`src/rtl/prog_delay_line.sv`:
```
// prog_delay_line -- programmable multi-channel delay line with an optional
// glitch filter on the output.
//
// All WIDTH channels pass through one shift chain of DEPTH stages. A single
// tap index (dly_cur) selects the stage that drives the output, so the delay
// is dly_cur+1 enabled clock edges. A fill counter tracks how much real input
// history the chain holds. out_valid is high only when the selected tap holds
// a real sample rather than reset fill.
//
// Optional feature: define GLITCH_FILTER_EN to insert a per-channel
// persistence filter between the tap and out_data. A tap change reaches the
// output only after it has held for FILT_LEN consecutive edges. When the
// macro is undefined, no filter logic is built and out_data is the raw tap.
//
// Ports:
//   clk       rising-edge clock for all state
//   rst_n     synchronous active-low reset
//   ce        clock enable; 1 = shift one sample this cycle
//   in_data   [WIDTH] channel samples entering stage 0
//   load      1 = capture dly_sel (clamped to DEPTH-1) into dly_cur
//   dly_sel   [DLY_W] requested tap index
//   out_data  [WIDTH] delayed (optionally filtered) channel values
//   out_valid 1 = out_data reflects real input history
//   dly_cur   [DLY_W] currently applied tap index
module prog_delay_line #(
    parameter int WIDTH    = 4,
    parameter int DEPTH    = 8,
    parameter int DLY_W    = 3,
    parameter int FILT_LEN = 3
) (
    input  logic             clk,
    input  logic             rst_n,
    input  logic             ce,
    input  logic [WIDTH-1:0] in_data,
    input  logic             load,
    input  logic [DLY_W-1:0] dly_sel,
    output logic [WIDTH-1:0] out_data,
    output logic             out_valid,
    output logic [DLY_W-1:0] dly_cur
);

    localparam int               CNT_W   = $clog2(DEPTH + 1);
    localparam logic [DLY_W-1:0] MAX_TAP = DLY_W'(DEPTH - 1);

    logic [WIDTH-1:0] stage [DEPTH];
    logic [CNT_W-1:0] cnt;
    logic [DLY_W-1:0] load_tap;
    logic [WIDTH-1:0] tap;

    // NOTE: every variable assigned in always_comb gets a default first, so
    // no path leaves it unassigned and no latch is inferred.
    always_comb begin
        load_tap = dly_sel;
        if (int'(dly_sel) > DEPTH - 1) begin
            load_tap = MAX_TAP;
        end
    end

    // NOTE: sequential state uses non-blocking assignments only, so each
    // stage reads its neighbour's pre-edge value and the chain shifts by
    // exactly one position per enabled edge.
    always_ff @(posedge clk) begin
        if (!rst_n) begin
            // NOTE: the chain is reset explicitly. Reset must discard all
            // history, and the output path shows the tap value directly.
            for (int i = 0; i < DEPTH; i++) begin
                stage[i] <= '0;
            end
            cnt     <= '0;
            dly_cur <= '0;
        end else begin
            if (ce) begin
                stage[0] <= in_data;
                for (int i = 1; i < DEPTH; i++) begin
                    stage[i] <= stage[i-1];
                end
                if (cnt != CNT_W'(DEPTH)) begin
                    cnt <= cnt + CNT_W'(1);
                end
            end
            // Loading is independent of ce and leaves the chain untouched.
            if (load) begin
                dly_cur <= load_tap;
            end
        end
    end

    assign tap       = stage[dly_cur];
    assign out_valid = (int'(cnt) > int'(dly_cur));

`ifdef GLITCH_FILTER_EN
    localparam int FC_W = $clog2(FILT_LEN);

    logic [WIDTH-1:0] filt_q;
    logic [FC_W-1:0]  filt_cnt [WIDTH];

    // The filter runs on every edge, regardless of ce. It counts consecutive
    // edges on which the tap disagrees with the held value. Any agreement
    // restarts the count, which suppresses pulses shorter than FILT_LEN.
    always_ff @(posedge clk) begin
        if (!rst_n) begin
            filt_q <= '0;
            for (int i = 0; i < WIDTH; i++) begin
                filt_cnt[i] <= '0;
            end
        end else begin
            for (int i = 0; i < WIDTH; i++) begin
                if (tap[i] == filt_q[i]) begin
                    filt_cnt[i] <= '0;
                end else if (filt_cnt[i] == FC_W'(FILT_LEN - 1)) begin
                    filt_q[i]   <= tap[i];
                    filt_cnt[i] <= '0;
                end else begin
                    filt_cnt[i] <= filt_cnt[i] + FC_W'(1);
                end
            end
        end
    end

    assign out_data = filt_q;
`else
    assign out_data = tap;
`endif

endmodule

```
`config.mk`:
```
export PLATFORM = sky130hd
export DESIGN_NAME = prog_delay_line
export DESIGN_NICKNAME = d
export VERILOG_FILES = /design/src/rtl/prog_delay_line.sv
export SDC_FILE = /design/constraint.sdc
export NUM_CORES = 1
export LEC_CHECK = 0
export BUFFER_PORTS_ARGS = -buffer_cell sky130_fd_sc_hd__buf_2
export CORE_AREA = 2 2 73 75
export CTS_CLUSTER_SIZE = 12
export DETAILED_ROUTE_END_ITERATION = 8
export DIE_AREA = 0 0 75 77
export GPL_TIMING_DRIVEN = 0
export HOLD_SLACK_MARGIN = 0.15
export PLACE_DENSITY = 0.61
export SETUP_SLACK_MARGIN = 0.05
export SLEW_MARGIN = 20
export SYNTH_ARGS = -nofsm -noshare
export SYNTH_HDL_FRONTEND = slang
export SYNTH_SLANG_ARGS = --single-unit
```
`constraint.sdc`:
```
create_clock -name clk -period 1.6 [get_ports clk]
set_input_delay 0 -clock clk [delete_from_list [all_inputs] [get_ports clk]]
set_output_delay 0 -clock clk [all_outputs]
set_load 0.03 [all_outputs]
```
==> flow_summary.ini <==
[status]
status = complete, but fails checks
violations = negative setup slack

[worst_setup_path]
cp_data_required_time_ns = 1.60
worst-path-buf-inv = 2
critical_path.slowest_cell = mux4_2
cp-end-kind = output port
cp-start-kind = register
critical_path.top_delay_family = multiplexers
crit_arrival_ns = 1.72
critPathMaxFanout = 8
r2r-start = cnt[0]
path_class = register to output port
crit_path_cell_trace = buf_12 -> mux4_2 -> mux2_4 -> buf_6
slowest_delay_ns = 0.51

[logic_synthesis]
syn_nets = 147
async_flop_share_pct = 0
synth.most_common_cell = edfxtp_1
synth_top_area_share_pct = 50.4
synthTopCellsByCount = edfxtp_1 (32), and3_1 (24), dfxtp_1 (10)
syn_inst = 131
synth.lib_cells_used.distinct = 23
yosys_warnings = 0
avgSynthCellArea_um2 = 14.6
synth-main-ff-cell = edfxtp_1
netlist_area_um2 = 1910
synth_edf_count = 32
synth_top_cells_by_area = edfxtp_1 (50%), mux4_1 (11%), dfxtp_1 (10%), and3_1 (7.9%), ha_1 (3.3%)
ys_seq_area_share_pct = 60.9
synth.largest_area_cell = edfxtp_1
ys_ff_latch = 42

[pwr]
seqPwrFrac_pct = 53.7
power.share.clock_pct = 32.6
vdd_ir_drop_max_uv = 597
p_sw_uw = 552
pwr-share-comb_pct = 13.7
powerDensity_nw_per_um2 = 1040
sw_frac_of_total_pct = 22.9
leakagePower_uw = 0.000989
cell_internal_pwr_uw = 1860
finalPower_uw = 2420

[cts]
h-tree-depth = 2
cts_buffers = 5
clk_path_buf_depth = 2
cts_root_buf = clkbuf_8
clock_latency_ns = 0.29
clock-sinks = 42
clk_pin_slew_ns = 0.08
cts_tree = built

[timing]
tightest_slew_ns = 0.793
fmax_ghz = 0.583
rsz0062_at_grt = true
fin_skew_ns = 0.00955
whs_ns = 0.185
period_minus_slack_ns = 1.72
relSlewSlack_pct = 47.2
setup_violations = 4
min_period_over_period_pct = 107
hold_viol = 0
timing.final.ws_setup_ns = -0.115
drv_slew = 0

[place]
port_buffers = 17
preCtsSetupSlack_ns = 0.0944
placed_area_um2 = 2080
dp_hpwl_um = 2390
finalWeightedCongestion = 0.689
dp_cells = 218

[global_route]
grt_start_max_net_pins = 33
grt_overflow = 0
antenna_found_initial = 0
grt_use_total_pct = 14.4
grt_pass1_wl_um = 6040
first_global_vias = 1173

[layout]
drive_above_1_share_pct = 27.1
nets = 181
layout.cells.non_filler = 236
design_area_um2 = 2330
syn2layout_area_growth_pct = 22.2
antenna_cells = 0

[die]
die_w_um = 75
initial_utilization_pct = 38.3
dieArea_um2 = 5780
die_y_um = 77
core_area_um2 = 4980
rows = 26
io_pins = 19

[worst_hold_path]
hold_path_class = primary input to register
worstHoldStart = ce

[routing]
routed_wl_um = 3680
vias_per_cell = 5.00
routedWlPerCell_um = 15.6
vias = 1181
drt_first_iter_violations = 51
drc = 0
dr.pass1.iters = 4
ant_nets = 0

[flow_run]
drv_cap = 0
metrics by stage:
step | util (%) | setup TNS [ns]
3_3_place_gp | 41.8 | -4.06
3_5_place_dp | 41.9 | 0
6_report | 46.9 | -0.376
5_1_grt | 46.9 | -0.574
2_1_floorplan | - | 0
4_1_cts | 46.3 | -0.458
flip-flops by register name, summed over array words and instances (netlist names), named ones only:
register,flops
dly_cur,3
stage,32
cnt,4
final timing paths:
check / end / slack, ns / cells after the start
hold reg to reg: cnt[0] / 0.49 / 2
hold / removal: stage[5][1] / 0.18 / 2
setup reg to reg: cnt[2] / 0.21 / 5
setup / recovery: out_data[2] / -0.12 / 4
per-layer routing:
layer	vias up	GRT usage (%)	part of all wire, %
met1	598	19.3	44
met5	-	0	0
met4	0	5.89	2.0
met2	25	21.9	50
met3	5	3.81	4.3
li1	553	-	-
placed cells by master, fill, tap and decap left out:
cell type / n
a21boi_0: 1
xnor2_1: 1
o21ai_0: 1
mux4_2: 8
dlygate4sd3_1: 11
dfxtp_1: 5
edfxtp_1: 32
ha_1: 5
nor2b_1: 4
buf_6: 5
or3b_2: 1
nand2_1: 8
a21oi_1: 1
dfxtp_2: 5
clkbuf_1: 7
clkbuf_2: 1
mux2i_1: 5
clkbuf_8: 6
and3_1: 24
buf_12: 1
nand4_1: 1
and2_1: 9
buf_2: 12
inv_1: 4
o211ai_1: 1
clkbuf_16: 1
nand2b_2: 1
mux2_4: 4
nand3_1: 1
logic make-up (layout without fill, tap and decap cells):
| group | Yosys count | count (layout) | synth area share [%] |
|---|---|---|---|
| xor gates and xnor gates | 1 | 1 | 0.459 |
| DFF | 42 | 42 | 60.9 |
| buffers and inverters | 13 | 48 | 3.02 |
| adders and majority gates | 5 | 5 | 3.28 |
| and+or+nand+nor | 49 | 49 | 15.1 |
| AOI/OAI and AO/OA | 4 | 4 | 1.31 |
| muxes | 17 | 17 | 16.0 |
cell type report:
class / instances / area (µm²)
plain buffers: 8 / 47.5
fillers: 447 / 2650
repair buffers: 28 / 226
flip-flops and latches: 42 / 1170
well taps: 70 / 87.6
multi-input cells: 76 / 677
clock buffers: 8 / 111
inverters: 4 / 15.0
worst register-to-register path, delay by kind of cell, from the launching register on:
kind / cells / cell delay, ns
AOI/OAI and AO/OA: 1 / 0.17
adders and majority gates: 1 / 0.20
buffers and inverters: 1 / 0.08
DFF: 1 / 0.35
and+or+nand+nor: 2 / 0.51
what timing repair did:
item                                    4_1_cts  5_1_grt
hold endpoints to repair                     11        0
endpoints found under the setup margin        4        6
cloned                                        0        0
gates resized for setup                      19       11
hold buffers                                 11        0
pin swaps                                     0        2
setup buffers                                 0        0
power by group through the flow:
stage	Clock (µW)	Sequential, µW	Combinational (µW)
floorplan	0	1300	188
global placement	0	1310	258
detailed placement	0	1310	268
CTS	809	1290	314
global route	847	1300	361
finish	788	1300	330
Power figures use the tool's default switching activity.
